==> src/rtl/cpu_pkg.sv <==
// Shared types and constants for the instruction fetch stage.
package cpu_pkg;

    // Fetch sequencer states.
    typedef enum logic [1:0] {
        S_IDLE  = 2'd0,
        S_REQ   = 2'd1,
        S_HOLD  = 2'd2,
        S_FAULT = 2'd3
    } fetch_state_t;

    // ADDI x0, x0, 0: the canonical RISC-V no-op.
    localparam logic [31:0] NOP_INSTR = 32'h0000_0013;

    // Sequential fetch increment in bytes.
    localparam int unsigned PC_STEP = 4;

    // A fetch target must be word aligned.
    function automatic logic word_misaligned(input logic [1:0] low_bits);
        return (low_bits != 2'b00);
    endfunction

endpackage

==> src/rtl/next_pc_gen.sv <==
// Next-PC selection for the fetch stage: JALR target, branch/JAL target
// or the sequential successor, plus a misalignment flag for the result.
module next_pc_gen
    import cpu_pkg::*;
#(
    parameter int unsigned ADDR_W = 32
) (
    input  logic [ADDR_W-1:0] instr_pc,
    input  logic              PCsrc,
    input  logic              reg_jump,
    input  logic [31:0]       imm_ext,
    input  logic [ADDR_W-1:0] jalr_target,
    output logic [ADDR_W-1:0] next_pc,
    output logic              misaligned
);

    // reg_jump has priority over PCsrc; JALR clears bit 0 of its target.
    always_comb begin
        next_pc = instr_pc + ADDR_W'(PC_STEP);
        if (reg_jump) begin
            next_pc = jalr_target & ~ADDR_W'(1);
        end else if (PCsrc) begin
            next_pc = instr_pc + imm_ext[ADDR_W-1:0];
        end
        misaligned = word_misaligned(next_pc[1:0]);
    end

endmodule

==> src/rtl/fetch_stage.sv <==
// Instruction fetch stage: owns the PC, fetches from a variable-latency
// instruction memory over req/ack, presents each word over valid/ready and
// advances the PC from the decode unit's control outputs on retirement.
module fetch_stage
    import cpu_pkg::*;
#(
    parameter int unsigned ADDR_W   = 32,
    parameter logic [31:0] RESET_PC = 32'h0000_0000
) (
    input  logic              clk,
    input  logic              rst,
    output logic              imem_req,
    output logic [ADDR_W-1:0] imem_addr,
    input  logic              imem_ack,
    input  logic [31:0]       imem_rdata,
    output logic              instr_valid,
    input  logic              instr_ready,
    output logic [31:0]       instr,
    output logic [ADDR_W-1:0] instr_pc,
    output logic [ADDR_W-1:0] pc_plus4,
    input  logic              PCsrc,
    input  logic              reg_jump,
    input  logic [31:0]       imm_ext,
    input  logic [ADDR_W-1:0] jalr_target,
    output logic              fetch_fault
);

    localparam logic [ADDR_W-1:0] RESET_PC_W = RESET_PC[ADDR_W-1:0];

    fetch_state_t      state;
    logic [ADDR_W-1:0] pc;
    logic [ADDR_W-1:0] next_pc;
    logic              next_misaligned;

    // The address bus is the PC register itself; it only matters while imem_req=1.
    assign imem_addr = pc;

    next_pc_gen #(
        .ADDR_W (ADDR_W)
    ) u_next_pc_gen (
        .instr_pc    (instr_pc),
        .PCsrc       (PCsrc),
        .reg_jump    (reg_jump),
        .imm_ext     (imm_ext),
        .jalr_target (jalr_target),
        .next_pc     (next_pc),
        .misaligned  (next_misaligned)
    );

    // Fetch sequencer with all handshake outputs registered alongside the state.
    always_ff @(posedge clk) begin
        if (rst) begin
            state       <= S_IDLE;
            pc          <= RESET_PC_W;
            instr       <= NOP_INSTR;
            instr_pc    <= RESET_PC_W;
            pc_plus4    <= RESET_PC_W + ADDR_W'(PC_STEP);
            instr_valid <= 1'b0;
            imem_req    <= 1'b0;
            fetch_fault <= 1'b0;
        end else begin
            case (state)
                S_IDLE: begin
                    state    <= S_REQ;
                    imem_req <= 1'b1;
                end
                S_REQ: begin
                    if (imem_ack) begin
                        instr       <= imem_rdata;
                        instr_pc    <= pc;
                        pc_plus4    <= pc + ADDR_W'(PC_STEP);
                        instr_valid <= 1'b1;
                        imem_req    <= 1'b0;
                        state       <= S_HOLD;
                    end
                end
                S_HOLD: begin
                    if (instr_ready) begin
                        instr_valid <= 1'b0;
                        if (next_misaligned) begin
                            fetch_fault <= 1'b1;
                            state       <= S_FAULT;
                        end else begin
                            pc       <= next_pc;
                            imem_req <= 1'b1;
                            state    <= S_REQ;
                        end
                    end
                end
                S_FAULT: begin
                    instr_valid <= 1'b0;
                    imem_req    <= 1'b0;
                    fetch_fault <= 1'b1;
                end
                default: begin
                    state       <= S_IDLE;
                    instr_valid <= 1'b0;
                    imem_req    <= 1'b0;
                end
            endcase
        end
    end

endmodule
==> config.mk <==
export PLATFORM = sky130hd
export DESIGN_NAME = fetch_stage
export DESIGN_NICKNAME = d
export VERILOG_FILES = /design/src/rtl/cpu_pkg.sv /design/src/rtl/next_pc_gen.sv /design/src/rtl/fetch_stage.sv
export SDC_FILE = /design/constraint.sdc
export NUM_CORES = 1
export LEC_CHECK = 0
export CORE_AREA = 5 5 170 172
export CTS_CLUSTER_DIAMETER = 60
export DETAILED_ROUTE_END_ITERATION = 8
export DIE_AREA = 0 0 175 177
export PLACE_DENSITY_LB_ADDON = 0.1
export SLEW_MARGIN = 10
export SYNTH_ARGS = -nofsm -noshare
export SYNTH_HDL_FRONTEND = slang
export SYNTH_HIERARCHICAL = 1
export SYNTH_SLANG_ARGS = --single-unit
==> constraint.sdc <==
create_clock -name clk -period 4.55 [get_ports clk]
set_clock_uncertainty 0.1 [all_clocks]
set_input_delay 0.6825 -clock clk [delete_from_list [all_inputs] [get_ports clk]]
set_output_delay 0.6825 -clock clk [all_outputs]
set_load 0.005 [all_outputs]
==> flow_summary.ini, run 1 <==
[drt]
ant_nets = 0
num_vias = 8202
vias_per_cell = 5.069
drcViolationCount = 0
wl_mm = 28.45
wl_per_cell_um = 17.59
drtPass1Iterations = 5
drtIter0Drc = 455

[cts]
cts_buffer_depth = 2
cts_buffers = 17
cts-htree-levels = 4
post_cts_resized = 0
cts_tree = built
insertion_delay_ns = 0.41
clock-sinks = 131
holdBufCountCts = 0
cts_root_buf = clkbuf_16
path_clk_slew_ns = 0.06
cts_setup_buffers = 0

[final_layout]
antennaDiodeCount = 0
nNetsFinal = 1399
final_cells = 1618
fin_area_um2 = 11180
layout_commonest_cell = nand2_1
area_delta_synth_final_pct = 39.47
layout_common_cells = 250 x nand2_1, 229 x clkdlybuf4s50_1, 134 x a21oi_1, 131 x dfxtp_1, 74 x nor2_1
drive_gt1_frac = 0.05425

[global_route]
gr-usage-all-layers = 0.1809
antenna_found_initial = 0
grt_first_pass_wirelength_mm = 44.92
grt-ovfl-total = 0
grt_pass1_vias = 8109
grt_max_degree = 100

[logic_synthesis]
ys_warn_count = 6
avgSynthCellArea_um2 = 7.504
yosysSeqAreaShare = 0.3272
ys.flop_type = dfxtp_1
synth.net_count = 1208
syn_inst = 1068
synth_edf_count = 0
async_reset_ff_frac = 0
synth-seq-cells = 131
synth_cell_types = 72
syn_area_um2 = 8014

[worst_setup_path]
cp-start-kind = input pin
endpoint_kind = flop
critPathKind = input pin to flop
crit_fanout = 7
cp.arrival_ns = 3.94
worstPathRequired_ns = 4.79

[placed_design]
io_buffers = 231
post-dp-hpwl_mm = 21.03
place_area_um2 = 10520
place.gp.congestion = 0.8449
place_inst = 1586
place_ws_ns = 0.4458

[power_and_ir_drop]
leakage_uw = 0.004136
vdd_drop_max_uv = 203.9
power-per-cell-area_nw_per_um2 = 289.2

[hold_path]
hold_path.class = flop to flop

[timing]
min_period_over_period = 0.8131
fmax_mhz = 270.3
fin_tns_setup_ns = 0
period_minus_slack_ns = 3.699
rsz0062_at_grt = false
hold_viol = 0
worst_slack_ns = 0.8505
tightest_slew_ns = 1.076
slew_viol_final = 0
relSlewSlack = 0.2826
setup_viol = 0

[floorplanning]
die_y_um = 177
ioPinCount = 233
dieArea_um2 = 30980
die_w_um = 175
fp.coreArea_um2 = 27320
start_util = 0.2933
num_rows = 61

[outcome]
status = completed

[job]
maxCapViolations = 0
==> final timing paths <==
| kind | from | end | slack, ns | depth (start not counted) |
|---|---|---|---|---|
| min reg2reg | instr[5]$_SDFFE_PP0P_ | instr[5]$_SDFFE_PP0P_ | 0.35 | 2 |
| max | imm_ext[0] | imem_addr[24]$_SDFFE_PP0P_ | 0.85 | 14 |
| max reg2reg | instr_pc[0]$_SDFFE_PP0P_ | imem_addr[24]$_SDFFE_PP0P_ | 1.15 | 13 |
| min | instr[5]$_SDFFE_PP0P_ | instr[5]$_SDFFE_PP0P_ | 0.35 | 2 |
==> cell usage after synthesis, types with 3 or more instances <==
master | instances | share of area
a21o_1 | 24 | 0.022
clkbuf_1 | 51 | 0.024
buf_6 | 3 | 0.0042
ha_1 | 37 | 0.058
buf_2 | 6 | 0.0037
inv_1 | 19 | 0.0089
nand4_1 | 14 | 0.011
nor2b_1 | 3 | 0.0023
and3_1 | 11 | 0.0086
nand4_2 | 3 | 0.0047
or4_1 | 7 | 0.0066
xor2_1 | 33 | 0.036
o31ai_1 | 8 | 0.0075
o31a_1 | 4 | 0.0044
mux2i_1 | 6 | 0.0075
nand3b_1 | 3 | 0.0028
and2_1 | 6 | 0.0047
nor2_1 | 74 | 0.035
a211oi_1 | 28 | 0.026
a21oi_1 | 134 | 0.084
buf_4 | 3 | 0.0028
nor3_1 | 18 | 0.011
o21bai_1 | 7 | 0.0066
nor4_1 | 18 | 0.014
or2_2 | 4 | 0.0031
nand2_1 | 251 | 0.12
dfxtp_1 | 131 | 0.33
and4_1 | 10 | 0.011
a31oi_1 | 3 | 0.0023
xnor2_1 | 26 | 0.028
a311oi_1 | 12 | 0.013
o21ai_0 | 33 | 0.021
nand3_1 | 21 | 0.013
nand2b_1 | 6 | 0.0047
==> area by class of cell <==
cell class                      instances  area, um^2
Tap cell                              346       432.9
Multi-Input combinational cell        849        5004
Timing Repair Buffer                  240        2385
Inverter                               20       75.07
Clock inverter                         12       201.4
Fill cell                            2879       16150
Clock buffer                           20       456.7
Sequential cell                       131        2623
==> metal layers <==
layer | track usage | part of all wire | vias up
li1 | - | - | 4142
met1 | 0.2213 | 0.44 | 3857
met2 | 0.3149 | 0.49 | 186
met3 | 0.05448 | 0.062 | 17
met4 | 0.04059 | 0.010 | 0
met5 | 0 | 0 | -
==> worst max-delay path, stage by stage <==
cell             delay (ns)
clkdlybuf4s50_1        0.41
ha_1                   0.23
fa_1                   0.44
a211oi_1               0.40
o21a_1                 0.24
o21ai_2                0.11
a221oi_2               0.23
buf_4                  0.19
a2bb2oi_4              0.23
a21oi_1                0.11
and4_1                 0.21
nor3_1                 0.26
nand2_1                0.09
a21oi_1                0.12
==> state kept, by name (all words and copies together), names as in the netlist <==
signal and cells:
imem_addr 32, instr 32, instr_pc 32, pc_plus4 30, state 2, fetch_fault 1
imem_req 1, instr_valid 1
==> power by group <==
part / leakage (uW) / internal, uW / switching (uW)
registers: 0.00106 / 1200 / 30.4
logic: 0.00276 / 243 / 233
clock network: 0.000317 / 1000 / 525
==> stage by stage <==
step	hold slack (ns)	total power (uW)	utilization
6_report	0.3520	3232	0.4091
5_1_grt	0.3675	3391	0.4091
4_1_cts	0.3543	3289	0.4091
3_5_place_dp	0.3467	1735	0.3850
3_3_place_gp	0.3413	1732	0.3850
2_1_floorplan	0.3527	1477	-
==> kinds of logic after synthesis <==
logic type,count (synthesis),synth area share
AOI/OAI and AO/OA,284,0.2270
and+or+nand+nor,460,0.2617
xor gates and xnor gates,59,0.06448
DFF,131,0.3272
buffers and inverters,88,0.04902
adders and majority gates,38,0.06027
muxes,8,0.01030
(Power assumes the default switching activity.)
==> inputs of run 2 (changes only) <==
==> constraint.sdc (replaced) <==
create_clock -name clk -period 3.1 [get_ports clk]
set_clock_uncertainty 0.1 [all_clocks]
set_input_delay 0.465 -clock clk [delete_from_list [all_inputs] [get_ports clk]]
set_output_delay 0.465 -clock clk [all_outputs]
set_load 0.005 [all_outputs]
==> flow_summary.ini, run 2 (synthesis results as in run 1) <==
[outcome]
status = completed

[power_and_ir_drop]
internal-power_uw = 3533
vdd_drop_max_uv = 319.2
swShare = 0.2601
net-switching-power_uw = 1242
power-per-cell-area_nw_per_um2 = 394.1
pwr-share-clk = 0.464
combinationalPowerShare = 0.159
leakage_uw = 0.004732
p_seq_frac = 0.377

[timing]
fmax_mhz = 334.3
slew_viol_final = 0
tightest_slew_ns = 0.7283
fin_tns_setup_ns = 0
relSlewSlack = 0.5127
setup_viol = 0
hold_viol = 0
rsz0062_at_grt = true
min_period_over_period = 0.9650
period_minus_slack_ns = 2.991

[placed_design]
post-dp-hpwl_mm = 23.83
place.gp.congestion = 0.8860
place_inst = 1692
io_buffers = 231

[drt]
ant_nets = 0
num_vias = 8685
drtPass1Iterations = 5
wl_per_cell_um = 18.16
drtIter0Drc = 487
wl_mm = 31.40
vias_per_cell = 5.023
drcViolationCount = 0

[floorplanning]
start_util = 0.2933
num_rows = 61
ioPinCount = 233
die_w_um = 175
dieArea_um2 = 30980
fp.coreArea_um2 = 27320
die_y_um = 177

[global_route]
antenna_found_initial = 0
gr-usage-all-layers = 0.1952
grt_first_pass_wirelength_mm = 47.87
grt_pass1_vias = 8543
grt-ovfl-total = 0
grt_max_degree = 52

[cts]
clock-sinks = 131
cts_root_buf = clkbuf_16
insertion_delay_ns = 0.42
path_clk_slew_ns = 0.07
cts-htree-levels = 4
cts_buffers = 17
cts_tree = built
cts_buffer_depth = 2

[final_layout]
area_delta_synth_final_pct = 51.18
final_cells = 1729
layout_commonest_cell = nand2_1
drive_gt1_frac = 0.1388
fillers = 2810
layout_common_cells = 250 x nand2_1, 227 x clkdlybuf4s50_1, 131 x a21oi_1, 130 x dfxtp_1, 115 x buf_4
nNetsFinal = 1510
antennaDiodeCount = 0

[job]
maxCapViolations = 0

[worst_setup_path]
cp_slowest_stage_delay_ns = 0.43
cp_top_family = compound AO/OA/AOI/OAI gates
worstPathRequired_ns = 3.36
cp.arrival_ns = 3.25
critPathKind = input pin to flop
crit_chain = clkdlybuf4s50_1 -> ha_1 -> o211ai_1 -> o211ai_2 -> a311o_2 -> a22oi_2 -> a211o_1 -> a211oi_1 -> o31a_1 -> o31ai_2 -> nand2_1 -> a21oi_1
cp-start-kind = input pin
endpoint_kind = flop
worst-path-buf-inv = 1
crit_fanout = 5
critical-path-slowest-cell = a311o_2

[hold_path]
hold_path.class = flop to flop
run 2: cell count changes in the layout (fill, tap and decap cells not counted), moves of 3 or more:
cell / change
o21ai_0: -3
a21oi_2: +3
buf_4: +106
a21oi_1: -3
buf_12: +4
clkinv_4: +3
o21ai_1: +3
run 2: timing repair:
action                                  4_1_cts  5_1_grt
pin swaps                                     8       14
hold buffers                                  0        0
endpoints found under the setup margin        9       15
gates resized for setup                       6       12
setup buffers                                 4        1
endpoints found under the hold margin         0        0
run 2: per-layer routing:
layer | global-route usage | wire (um) | up-vias
met2 | 0.3533 | 15740 | 220
met4 | 0.05434 | 629 | 0
li1 | - | - | 4362
met5 | 0 | 0 | -
met3 | 0.04849 | 1830 | 30
met1 | 0.2299 | 13200 | 4073
run 2: per-stage QoR:
step | instance area (um^2) | hold WS [ns] | utilization | power, uW | setup WS, ns
2_1_floorplan | 8025 | 0.3527 | - | 2168 | 0.05083
3_3_place_gp | 11380 | 0.3401 | 0.4163 | 2601 | -0.5190
3_5_place_dp | 11380 | 0.3459 | 0.4163 | 2602 | -0.5411
4_1_cts | 12070 | 0.3555 | 0.4417 | 4838 | 0.006357
5_1_grt | 12120 | 0.3736 | 0.4434 | 4987 | -0.06029
6_report | 12120 | 0.3521 | 0.4434 | 4775 | 0.1085
run 2: layout make-up:
type                    instances  area [um^2]  share of cell area
multi-input cells             849         5066              0.4182
flip-flops and latches        131         2624              0.2166
well taps                     346        432.9             0.03573
clock inverters                14        201.4             0.01663
clock buffers                  18        439.2             0.03625
inverters                      20        75.07            0.006196
repair buffers                351         3277              0.2705
run 2: power by group through the flow:
stage / Combinational (uW) / Clock, uW / Sequential [uW]
floorplan: 332 / 0 / 1840
global placement: 764 / 0 / 1840
detailed placement: 764 / 0 / 1840
CTS: 768 / 2270 / 1800
global route: 831 / 2350 / 1810
finish: 760 / 2210 / 1800
run 2: worst paths after layout:
check / slack [ns] / to / from / cells past startpoint
worst min-delay path: 0.35 / instr[18]$_SDFFE_PP0P_ / instr[18]$_SDFFE_PP0P_ / 2
worst min register to register: 0.35 / instr[18]$_SDFFE_PP0P_ / instr[18]$_SDFFE_PP0P_ / 2
worst max-delay path: 0.11 / imem_addr[31]$_SDFFE_PP0P_ / imm_ext[2] / 12
worst max register to register: 0.12 / imem_addr[30]$_SDFFE_PP0P_ / instr_pc[0]$_SDFFE_PP0P_ / 14
run 2: tightest hold or removal path: cells and delay by family (launching register included):
family             cells  cell delay [ns]
and+or+nand+nor        1             0.05
AOI/OAI and AO/OA      1             0.05
DFF                    1             0.31
==> RTL change (settings of run 2) <==
Make the reset (`rst`) asynchronous in one clocked block.
--- a/src/rtl/fetch_stage.sv
+++ b/src/rtl/fetch_stage.sv
@@ -50,3 +50,3 @@
     // Fetch sequencer with all handshake outputs registered alongside the state.
-    always_ff @(posedge clk) begin
+    always_ff @(posedge clk or posedge rst) begin
         if (rst) begin
Formal check against the unedited RTL: differs if rst is asserted again (counterexample within 4 cycles, from zero or initial values and one cycle with rst high); with rst held inactive, the same outputs for 4 cycles.
==> RTL change against run 2 <==
Design area increased by 3.3%; non-clock buffer count decreased by 2; count of clock-buffer cells in the layout grew 4; routed wire length shrank 0.24%; synthesized area up 4.2%; worst setup slack got worse by 0.073 ns; fmax decreased by 2.4%; die area unchanged; sequential cell count unchanged; critical endpoint is now imem_addr[29]$_DFFE_PP0P_; highest routed layer unchanged.
Power is not compared: it rests on default switching activity, and its combinational part moved more than twofold at a synthesized area within 25%.
==> RTL change: results <==
[grt]
met3_usage_pct = 4.34
grt_use_met2_pct = 35.4
grtUsageTotal_pct = 19.7
grt_pass1_vias = 8272
grt_max_degree = 54
antenna_found_initial = 0
grt_pass1_wl_mm = 47.3
grt_util_met1_pct = 23.5

[min_path]
holdCritPathClass = "input port to async pin"

[clock_network]
cts_resized = 1
numClockSinks = 131
postCtsSetupBuffers = 0
clkSlewWorstSetupHoldPaths_ns = 0.06

[placed_design]
placed_area_um2 = 11800
dp_hpwl_mm = 24.3
dp.cells = 1615
place_ws_ns = -0.530
io_buffers = 231
place_congestion = 0.862

[finish]
n_all_inverters = 26
drive_above_1_share_pct = 17.3
post-route-util_pct = 45.8
n_all_buffers = 349
clock_area_share_pct = 4.45
fin_cells = 1651
finalNetCount = 1432
n_clock_buffer = 22
multiInputGateArea_um2 = 4870
seq_area_share_pct = 26.2
multi_input_gates = 767
buffer_area_share_pct = 26.2
fillCellCount = 2768

[drt]
met3WireLength_mm = 1.53
drt_iter0_drc = 472
routed-wl-met2_mm = 15.9
drt-met1-wl_mm = 13.0
post_drt_wl_per_cell_um = 19.0
viasPerCell = 5.01

[status]
outcome = "complete, no violations"

[critical_path]
arrival_ns = 3.27
cp_top_family = "compound AO/OA/AOI/OAI gates"
max_stage_delay_ns = 0.45
crit_fanout = 5

[synth]
synth-xor-area-share_pct = 6.29
synth_fa_ha_area_share_pct = 5.78
synth.area.mux_share_pct = 5.32
netlist_top_cells_area = "dfrtp_1, nand2_1, ha_1"
yosysSeqAreaShare_pct = 39.3
ys_types = 70
synth-async-reset-ratio_pct = 100
synth_compound_area_share_pct = 16.3
synthCells = 973
synth_nets = 1113
yosys-top-cells-count = "nand2_1, dfrtp_1, nor2_1, o21ai_0, a21oi_1"

[pwr]
ir_drop_mv = 0.347
pg_seq_uw = 3410
comb-power_uw = 6470

[timing]
slew_headroom_pct = 42.9

[floorplan]
initial_core_util_pct = 30.6
[RTL change: cell types whose count changed after synthesis, moves of 11 or more]
cell / delta
clkbuf_1: -18
a31oi_1: +14
mux2_2: +33
a21oi_1: -96
nor4_1: -11
nor2_1: -16
dfxtp_1: -131
a211oi_1: -12
a311oi_1: -12
dfrtp_1: +127
o21ai_0: +15
[RTL change: worst paths after layout]
path	startpoint	endpoint	slack, ns	cells past startpoint
worst min-delay path	rst	pc_plus4[5]$_DFFE_PP0P_	0.28	2
worst max-delay path	imm_ext[5]	imem_addr[29]$_DFFE_PP0P_	0.04	12
worst max register to register	instr_pc[1]$_DFFE_PP0P_	imem_addr[30]$_DFFE_PP0P_	0.04	11
max in group asynchronous	rst	instr[1]$_DFFE_PP1P_	1.87	3
min in group clk	instr[0]$_DFFE_PP1P_	instr[0]$_DFFE_PP1P_	0.36	2
worst min register to register	instr[0]$_DFFE_PP1P_	instr[0]$_DFFE_PP1P_	0.36	2
